`config.mk`:
```
export PLATFORM = sky130hd
export DESIGN_NAME = i2c_target_regs_flat
export DESIGN_NICKNAME = d
export VERILOG_FILES = /design/src/rtl/i2c_target_regs_if.sv /design/src/rtl/i2c_target_regs.sv /design/src/flat_wrapper.sv
export SDC_FILE = /design/constraint.sdc
export NUM_CORES = 2
export LEC_CHECK = 0
export BUFFER_PORTS_ARGS = -buffer_cell sky130_fd_sc_hd__buf_2
export CAP_MARGIN = 40
export CELL_PAD_IN_SITES_DETAIL_PLACEMENT = 1
export CELL_PAD_IN_SITES_GLOBAL_PLACEMENT = 2
export CORE_AREA = 2 2 486 488
export DETAILED_ROUTE_END_ITERATION = 7
export DIE_AREA = 0 0 488 490
export PLACE_DENSITY_LB_ADDON = 0.1
export SLEW_MARGIN = 5
export SYNTH_ARGS = -nofsm -noshare
export SYNTH_HDL_FRONTEND = slang
export SYNTH_SLANG_ARGS = --single-unit
```
`constraint.sdc`:
```
create_clock -name clk_i -period 4 [get_ports clk_i]
set_input_delay 0.4 -clock clk_i [delete_from_list [all_inputs] [get_ports clk_i]]
set_output_delay 0.4 -clock clk_i [all_outputs]
set_load 0.02 [all_outputs]
```
`src/rtl/i2c_target_regs_if.sv`:
```
// I2C bus bundle between an initiator (or a bench/loopback) and the register
// target. SDA is open-drain: the target only reports whether it pulls low
// (sda_oe_o); whoever owns the wire resolves the level and returns it on sda_i.
//   scl_i    : I2C clock as seen on the bus
//   sda_i    : I2C data as seen on the bus (already wired-AND resolved)
//   sda_oe_o : 1 = target pulls SDA low, 0 = released
interface i2c_target_regs_if;
   logic scl_i;
   logic sda_i;
   logic sda_oe_o;

   modport master (output scl_i, output sda_i, input  sda_oe_o);
   modport slave  (input  scl_i, input  sda_i, output sda_oe_o);
endinterface

```
`src/rtl/i2c_target_regs.sv`:
```
// I2C register target with a 256 x 8 register file, mimicking the register
// port of an ADV7511 for configuration-sequence checking. SCL/SDA are
// oversampled on clk_i (>= 20x SCL); no clock stretching.
// Ports:
//   clk_i, rst_n_i      : system clock, async active-low reset
//   bus (slave)         : scl_i, sda_i in; sda_oe_o out (pull low when 1)
//   wr_stb_o/addr/data  : one-cycle notification of each committed write
//   dbg_addr_i/data_o   : side-band read of regs[], 1-cycle latency
//   busy_o              : addressed and in a transfer
//   stop_o              : one-cycle pulse per detected STOP
module i2c_target_regs #(
   parameter logic [6:0] DEV_ADDR    = 7'h39,
   parameter int         SYNC_STAGES = 2,
   parameter logic [7:0] REG_RST_VAL = 8'h00
) (
   input  logic             clk_i,
   input  logic             rst_n_i,
   i2c_target_regs_if.slave bus,
   output logic             wr_stb_o,
   output logic [7:0]       wr_addr_o,
   output logic [7:0]       wr_data_o,
   input  logic [7:0]       dbg_addr_i,
   output logic [7:0]       dbg_data_o,
   output logic             busy_o,
   output logic             stop_o
);

   typedef enum logic [3:0] {
      IDLE, ADDR, ADDR_ACK, PTR, PTR_ACK, WDATA, WDATA_ACK, RDATA, MACK, IGNORE
   } state_t;

   state_t state_q, state_d;

   // synchronisers plus one history flop; reset to the idle-bus level so
   // leaving reset never fabricates an edge
   logic [SYNC_STAGES-1:0] scl_sync, sda_sync;
   logic scl_q, sda_q, scl_s, sda_s;
   logic scl_rise, scl_fall, start_det, stop_det;

   assign scl_s = scl_sync[SYNC_STAGES-1];
   assign sda_s = sda_sync[SYNC_STAGES-1];

   always_ff @(posedge clk_i or negedge rst_n_i) begin
      if (!rst_n_i) begin
         scl_sync <= '1;
         sda_sync <= '1;
         scl_q    <= 1'b1;
         sda_q    <= 1'b1;
      end else begin
         scl_sync <= {scl_sync[SYNC_STAGES-2:0], bus.scl_i};
         sda_sync <= {sda_sync[SYNC_STAGES-2:0], bus.sda_i};
         scl_q    <= scl_s;
         sda_q    <= sda_s;
      end
   end

   assign scl_rise  =  scl_s & ~scl_q;
   assign scl_fall  = ~scl_s &  scl_q;
   assign start_det =  scl_s &  scl_q &  sda_q & ~sda_s;
   assign stop_det  =  scl_s &  scl_q & ~sda_q &  sda_s;

   logic [7:0] regs [256];
   logic [7:0] shift_q, shift_d, ptr_q, ptr_d, shift_in, rd_byte;
   logic [2:0] cnt_q, cnt_d;
   // full: 8 bits of the current byte (or the MACK bit) seen on scl_rise;
   // the following scl_fall acts on it
   logic       full_q, full_d, rw_q, rw_d;
   logic       sda_oe_q, sda_oe_d, busy_q, busy_d;
   logic       wr_en, stop_d;

   assign shift_in = {shift_q[6:0], sda_s};
   assign rd_byte  = regs[ptr_q];

   always_comb begin
      state_d  = state_q;
      cnt_d    = cnt_q;
      full_d   = full_q;
      shift_d  = shift_q;
      ptr_d    = ptr_q;
      rw_d     = rw_q;
      sda_oe_d = sda_oe_q;
      busy_d   = busy_q;
      wr_en    = 1'b0;
      stop_d   = 1'b0;
      if (start_det) begin
         state_d  = ADDR;
         cnt_d    = 3'd0;
         full_d   = 1'b0;
         sda_oe_d = 1'b0;
         busy_d   = 1'b0;
      end else if (stop_det) begin
         // partial byte dropped: the write only happens on the 8th rise
         state_d  = IDLE;
         cnt_d    = 3'd0;
         full_d   = 1'b0;
         sda_oe_d = 1'b0;
         busy_d   = 1'b0;
         stop_d   = 1'b1;
      end else begin
         case (state_q)
            ADDR, PTR, WDATA: begin
               if (scl_rise && !full_q) begin
                  shift_d = shift_in;
                  cnt_d   = cnt_q + 3'd1;
                  full_d  = (cnt_q == 3'd7);
                  if (cnt_q == 3'd7 && state_q == PTR) ptr_d = shift_in;
                  if (cnt_q == 3'd7 && state_q == WDATA) begin
                     wr_en = 1'b1;
                     ptr_d = ptr_q + 8'd1;
                  end
               end else if (scl_fall && full_q) begin
                  full_d = 1'b0;
                  if (state_q == ADDR) begin
                     rw_d = shift_q[0];
                     if (shift_q[7:1] == DEV_ADDR) begin
                        state_d  = ADDR_ACK;
                        sda_oe_d = 1'b1;
                        busy_d   = 1'b1;
                     end else begin
                        state_d = IGNORE;
                     end
                  end else begin
                     state_d  = (state_q == PTR) ? PTR_ACK : WDATA_ACK;
                     sda_oe_d = 1'b1;
                  end
               end
            end
            ADDR_ACK: begin
               if (scl_fall) begin
                  if (rw_q) begin
                     // first read bit goes out on the same fall that ends ACK
                     state_d  = RDATA;
                     shift_d  = rd_byte;
                     sda_oe_d = ~rd_byte[7];
                  end else begin
                     state_d  = PTR;
                     sda_oe_d = 1'b0;
                  end
               end
            end
            PTR_ACK, WDATA_ACK: begin
               if (scl_fall) begin
                  state_d  = WDATA;
                  sda_oe_d = 1'b0;
               end
            end
            RDATA: begin
               if (scl_rise && !full_q) begin
                  cnt_d  = cnt_q + 3'd1;
                  full_d = (cnt_q == 3'd7);
               end else if (scl_fall) begin
                  if (full_q) begin
                     full_d   = 1'b0;
                     sda_oe_d = 1'b0;
                     state_d  = MACK;
                  end else begin
                     sda_oe_d = ~shift_q[6];
                     shift_d  = {shift_q[6:0], 1'b0};
                  end
               end
            end
            MACK: begin
               if (scl_rise && !full_q) begin
                  if (!sda_s) begin
                     ptr_d  = ptr_q + 8'd1;
                     full_d = 1'b1;
                  end else begin
                     state_d = IDLE;
                     busy_d  = 1'b0;
                  end
               end else if (scl_fall && full_q) begin
                  full_d   = 1'b0;
                  state_d  = RDATA;
                  shift_d  = rd_byte;
                  sda_oe_d = ~rd_byte[7];
               end
            end
            default: ;
         endcase
      end
   end

   always_ff @(posedge clk_i or negedge rst_n_i) begin
      if (!rst_n_i) begin
         state_q    <= IDLE;
         cnt_q      <= 3'd0;
         full_q     <= 1'b0;
         shift_q    <= 8'h00;
         ptr_q      <= 8'h00;
         rw_q       <= 1'b0;
         sda_oe_q   <= 1'b0;
         busy_q     <= 1'b0;
         stop_o     <= 1'b0;
         wr_stb_o   <= 1'b0;
         wr_addr_o  <= 8'h00;
         wr_data_o  <= 8'h00;
         dbg_data_o <= 8'h00;
      end else begin
         state_q    <= state_d;
         cnt_q      <= cnt_d;
         full_q     <= full_d;
         shift_q    <= shift_d;
         ptr_q      <= ptr_d;
         rw_q       <= rw_d;
         sda_oe_q   <= sda_oe_d;
         busy_q     <= busy_d;
         stop_o     <= stop_d;
         wr_stb_o   <= wr_en;
         dbg_data_o <= regs[dbg_addr_i];
         if (wr_en) begin
            wr_addr_o <= ptr_q;
            wr_data_o <= shift_in;
         end
      end
   end

   always_ff @(posedge clk_i or negedge rst_n_i) begin
      if (!rst_n_i) begin
         for (int i = 0; i < 256; i++) regs[i] <= REG_RST_VAL;
      end else if (wr_en) begin
         regs[ptr_q] <= shift_in;
      end
   end

   assign bus.sda_oe_o = sda_oe_q;
   assign busy_o       = busy_q;

endmodule
```
`src/flat_wrapper.sv`:
```
// flat-port wrapper written by rule: the top's interface ports become plain ports
module i2c_target_regs_flat 
#(
   parameter logic [6:0] DEV_ADDR    = 7'h39,
   parameter int         SYNC_STAGES = 2,
   parameter logic [7:0] REG_RST_VAL = 8'h00
)
  (clk_i, rst_n_i, wr_stb_o, wr_addr_o, wr_data_o, dbg_addr_i, dbg_data_o, busy_o, stop_o, bus_scl_i, bus_sda_i, bus_sda_oe_o);
  i2c_target_regs_if bus_i ();
  input  logic clk_i;
  input  logic rst_n_i;
  output logic wr_stb_o;
  output logic [7:0] wr_addr_o;
  output logic [7:0] wr_data_o;
  input  logic [7:0] dbg_addr_i;
  output logic [7:0] dbg_data_o;
  output logic busy_o;
  output logic stop_o;
  input wire logic [$bits(bus_i.scl_i)-1:0] bus_scl_i;
  input wire logic [$bits(bus_i.sda_i)-1:0] bus_sda_i;
  output wire logic [$bits(bus_i.sda_oe_o)-1:0] bus_sda_oe_o;
  assign bus_i.scl_i = bus_scl_i;
  assign bus_i.sda_i = bus_sda_i;
  assign bus_sda_oe_o = bus_i.sda_oe_o;
  i2c_target_regs #(.DEV_ADDR(DEV_ADDR), .SYNC_STAGES(SYNC_STAGES), .REG_RST_VAL(REG_RST_VAL)) u_core (.clk_i(clk_i), .rst_n_i(rst_n_i), .bus(bus_i), .wr_stb_o(wr_stb_o), .wr_addr_o(wr_addr_o), .wr_data_o(wr_data_o), .dbg_addr_i(dbg_addr_i), .dbg_data_o(dbg_data_o), .busy_o(busy_o), .stop_o(stop_o));
endmodule
```
==> summary by stage <==
Clock network
The number of clock buffers added by TritonCTS is 236. The number of levels in the clock H-tree is 4. The number of buffers inserted to repair setup after CTS is 0.

The maximum root-to-sink buffer count is 3. The clock sink count is 2107. Clock-pin slew was measured on the worst setup and hold paths at 0.06 ns. The CTS root buffer is sky130_fd_sc_hd__clkbuf_16. The clock insertion delay at the later pin of the skew report is 0.89 ns.

The TritonCTS clock tree is built.

Routing
Using the TritonRoute via totals, the vias-per-cell ratio works out to 6.72. In the final routed layout, each cell accounts on average for 37.5 µm. In the detailed route, the total length drawn on met2 is 177 mm. The first detailed-routing pass ran for 5 iterations. The highest metal layer with signal wires is met5. Wire segments on met3 add up to 25.1 mm in the final route.

In this run, the number of DRC markers left after iteration 0 of detailed routing was 6417. For this run, design rule violations remaining after detail routing come to 0. In the final routing, the length of wire on met1 measures 165 mm. The count of nets left with antenna violations once routing finished came out at 0. The aggregate routed wire length is 381 mm.

The detailed-route via count is 68300.

STA
The worst hold slack is 0.0428 ns. The measured slew at the worst slew-check pin is 1.13 ns. The final cycle utilization of the critical path is 0.980. The worst path in the final design needs a cycle of 3.92 ns, including I/O delays and setup.

The worst clock skew on the final layout is 0.0357 ns. Headroom to the max-slew limit came out at 0.249. Setup repair after global routing left no endpoint under its margin. The count of endpoints failing setup in the final report is 0. The count of final hold-check violations is 0. For this run, the top clock speed supported by timing is 255 MHz.

The final count of pins violating max slew is 0.

Synthesis
The cell count after synthesis came out at 6757. The synthesized design contains 0 enable-type register cells. For this run, asynchronously set or reset flops after synthesis account for 1.00.

The post-synthesis cell type with the largest combined area is sky130_fd_sc_hd__dfrtp_1. The register area share after synthesis is 0.461. In this run the mean area of a mapped cell was 16.9 µm². The share of synthesized area in the top cell type comes to 0.460. Ranked by total cell area, the synthesized netlist is headed by sky130_fd_sc_hd__dfrtp_1 (46%), sky130_fd_sc_hd__mux4_2 (26%), sky130_fd_sc_hd__mux2_2 (19%). The leading register cell type out of synthesis is sky130_fd_sc_hd__dfrtp_1. The number of storage elements in the synthesis netlist is 2107.

The count of different cell masters after synthesis is 75. The number of synthesis warnings is 0. Summing every instance area after synthesis gives 114000 µm². The number of nets in the synthesized netlist is 6775.

Power and ir drop
In this run the static leakage power is 58.7 nW. Of the total power, the share spent switching nets is 0.305. The sequential power share is 0.414.

Across the VDD grid, the largest voltage drop is 0.000376 V. The internal power of the cells totals 37.0 mW. Dividing total power by cell area gives a power density of 415 nW/µm².

The switching power summed over all nets is 16.2 mW. The logic gate share of total power is 0.164. The fraction of power consumed by the clock network is 0.422.

Status
The run finished with clean final reports.

Placement
The post-detailed-placement half-perimeter wirelength is 258 mm. Input and output buffers added on the ports amount to 39. Including well taps, the total number of placed cells is 9718.

Once placement finished, the instance area stood at 120000 µm². The congestion estimate from routability-driven global placement came to 0.886.

Floorplan
The I/O pin count is 40. The die outline width is 488 µm. Measured along the y axis, the die boundary spans 490 µm. The row count is 178. The placeable core region is 234000 µm².

The initial utilization of the core area, before any placement, comes to 0.488. The overall die area is 239000 µm².

Global route
The total grt overflow is 0. The pin count of the biggest net entering global routing is 196. The initial antenna violation count came to 27.

The first-pass GRT wire length is 555 mm. The aggregate global-route resource usage is 0.323. The via count of the first global-routing pass is 72100.

Critical path
Counting cells, the worst reg-to-reg path comes to 9. The worst setup path is launched from a flop. The worst register-to-register path begins at u_core.ptr_q[0]. Along the worst path, the maximum fanout reaches 27. On the worst path, the slowest cell contributes a delay of 0.69 ns. The cell with the largest stage delay on the worst path is sky130_fd_sc_hd__o41ai_1. For flop-to-flop paths, the worst setup slack is 0.08 ns. STA puts the critical path data arrival time at 4.67 ns. The kind of end point of the critical path is a flop. The required time reported for the critical path endpoint is 4.75 ns. The worst register-to-register path ends at u_core.shift_q[7]. The signal on the critical path passes through buf_12, buf_12, mux4_2, a22oi_1, a21oi_1, o41ai_1, buf_4, nand4_1, a221o_1. The most numerous cell type found on the critical path is sky130_fd_sc_hd__buf_12. The worst setup path is of the flop to flop kind.

Final layout
For this run, the post-layout net count is 6828. The final standard cell area without fillers is 128000 µm². The filler-free cell count of the finished design is 10200.

The layout-stage area growth over the synthesis result is 12.2%. The proportion of layout cells with a drive suffix above 1 is 0.622.

Worst hold path
The type of the worst min-delay path is primary input to asynchronous set/reset pin.

Job
The max-capacitance violation count is 0.
## how the worst max path moves through the flow
stage                    startpoint                    to  slack, ns  depth (start not counted)
global route        u_core.ptr_q[0]     u_core.shift_q[7]       0.12                          9
CTS                 u_core.ptr_q[0]     u_core.shift_q[7]       0.17                          9
floorplan             dbg_addr_i[0]  u_core.dbg_data_o[3]       0.79                          8
detailed placement  u_core.ptr_q[0]     u_core.shift_q[7]      -0.02                          8
finish              u_core.ptr_q[0]     u_core.shift_q[7]       0.08                          9
global placement    u_core.ptr_q[0]     u_core.shift_q[7]      -0.12                          8
## timing repair
item,CTS,global route
resized for setup,1,0
hold buffers,4,0
hold endpoints to repair,1109,0
setup endpoints to repair,1,0
## per-stage QoR
stage	setup slack [ns]	TNS, ns	power (mW)	utilization
after detailed placement	-0.0234	-0.0234	31.1	0.514
after global placement	-0.120	-0.303	30.9	0.513
final	0.0784	0	53.2	0.548
after CTS	0.165	0	53.7	0.548
after global routing	0.118	0	55.0	0.548
after floorplan	0.788	0	27.0	-
## cell usage after synthesis, types with 8 or more instances
cell type	instances
sky130_fd_sc_hd__nor2_1	38
sky130_fd_sc_hd__nor2_8	110
sky130_fd_sc_hd__nand3_1	15
sky130_fd_sc_hd__buf_1	62
sky130_fd_sc_hd__dfrtp_1	2101
sky130_fd_sc_hd__nor2_2	96
sky130_fd_sc_hd__o21ai_0	43
sky130_fd_sc_hd__mux2_2	1887
sky130_fd_sc_hd__nor2b_1	11
sky130_fd_sc_hd__nor2_4	40
sky130_fd_sc_hd__buf_12	8
sky130_fd_sc_hd__buf_4	18
sky130_fd_sc_hd__nor3_1	12
sky130_fd_sc_hd__mux2_1	101
sky130_fd_sc_hd__buf_6	12
sky130_fd_sc_hd__mux2_4	64
sky130_fd_sc_hd__a21oi_1	30
sky130_fd_sc_hd__inv_1	12
sky130_fd_sc_hd__mux2i_1	12
sky130_fd_sc_hd__buf_2	101
sky130_fd_sc_hd__nand3_4	15
sky130_fd_sc_hd__nand2_1	71
sky130_fd_sc_hd__clkbuf_1	395
sky130_fd_sc_hd__mux4_2	1306
sky130_fd_sc_hd__a22oi_1	68
## routing by layer
layer | global-route usage | vias to the layer above
li1 | - | 26800
met1 | 0.473 | 38700
met2 | 0.490 | 2212
met3 | 0.0615 | 533
met4 | 0.101 | 16
met5 | 0 | -
## registers in the layout, indices dropped and copies added (netlist names)
register             flops
u_core.rw_q              1
u_core.ptr_q             8
u_core.full_q            1
u_core.scl_sync          2
u_core.shift_q           8
u_core.stop_o            1
u_core.wr_stb_o          1
u_core.sda_sync          2
u_core.cnt_q             3
u_core.regs           2048
u_core.dbg_data_o        8
u_core.scl_q             1
u_core.state_q           4
u_core.busy_o            1
u_core.bus.sda_oe_o      1
u_core.sda_q             1
u_core.wr_addr_o         8
u_core.wr_data_o         8
## worst max-delay path, delay by kind of cell (launching register included)
kind / cells / cell delay [ns]
AO/OA/AOI/OAI: 4 / 1.67
buffers and inverters: 3 / 0.76
flip-flops: 1 / 0.64
multiplexers: 1 / 0.57
AND/OR/NAND/NOR: 1 / 0.12
## layout by cell type (no fill, tap or decap), types with 7 or more instances in the layout
cell,Yosys,layout
sky130_fd_sc_hd__clkinv_2,0,57
sky130_fd_sc_hd__buf_12,8,113
sky130_fd_sc_hd__nand2_1,71,66
sky130_fd_sc_hd__nor2_2,96,97
sky130_fd_sc_hd__nand4_1,7,7
sky130_fd_sc_hd__nor2_1,38,36
sky130_fd_sc_hd__nand3_4,15,15
sky130_fd_sc_hd__clkbuf_1,395,46
sky130_fd_sc_hd__dfrtp_1,2101,2088
sky130_fd_sc_hd__bufinv_16,0,19
sky130_fd_sc_hd__nor2_4,40,41
sky130_fd_sc_hd__mux4_2,1306,1306
sky130_fd_sc_hd__buf_2,101,34
sky130_fd_sc_hd__mux2_2,1887,1887
sky130_fd_sc_hd__buf_4,18,252
sky130_fd_sc_hd__clkbuf_8,0,64
sky130_fd_sc_hd__a22oi_1,68,68
sky130_fd_sc_hd__o21ai_0,43,43
sky130_fd_sc_hd__clkbuf_16,0,237
sky130_fd_sc_hd__nor2_8,110,110
sky130_fd_sc_hd__a21oi_1,30,30
sky130_fd_sc_hd__inv_1,12,12
sky130_fd_sc_hd__dfrtp_4,0,12
sky130_fd_sc_hd__nand3_1,15,15
sky130_fd_sc_hd__nand2_2,4,9
sky130_fd_sc_hd__mux2_4,64,64
sky130_fd_sc_hd__diode_2,0,11
sky130_fd_sc_hd__mux2_1,101,101
sky130_fd_sc_hd__nor2b_1,11,8
sky130_fd_sc_hd__nor3_1,12,12
sky130_fd_sc_hd__mux2i_1,12,12
## kinds of logic after synthesis
group                    Yosys count  synth area share
multiplexers                    3370             0.463
flip-flops                      2107             0.461
buffers and inverters            612            0.0239
AND/OR/NAND/NOR                  455            0.0392
AO/OA/AOI/OAI                    204            0.0121
adder cells (fa/ha/maj)            6          0.000657
XOR/XNOR                           3          0.000230
## layout make-up
class	count	area, µm²
fillers	20800	106000
multi-input cells	4038	58900
flip-flops and latches	2107	52800
clock buffers	346	6970
repair buffers	413	4590
well taps	3150	3940
clock inverters	88	1000
inverters	14	52.6
diodes	11	27.5
## power groups by stage
| stage | registers [mW] | logic [mW] | clock network, mW |
|---|---|---|---|
| final | 22.1 | 8.73 | 22.4 |
| after global routing | 22.1 | 9.17 | 23.7 |
| after CTS | 22.0 | 8.73 | 22.9 |
| after detailed placement | 22.4 | 8.69 | 0 |
| after global placement | 22.5 | 8.34 | 0 |
| after floorplan | 21.9 | 5.14 | 0 |
Power figures use the tool's default switching activity.
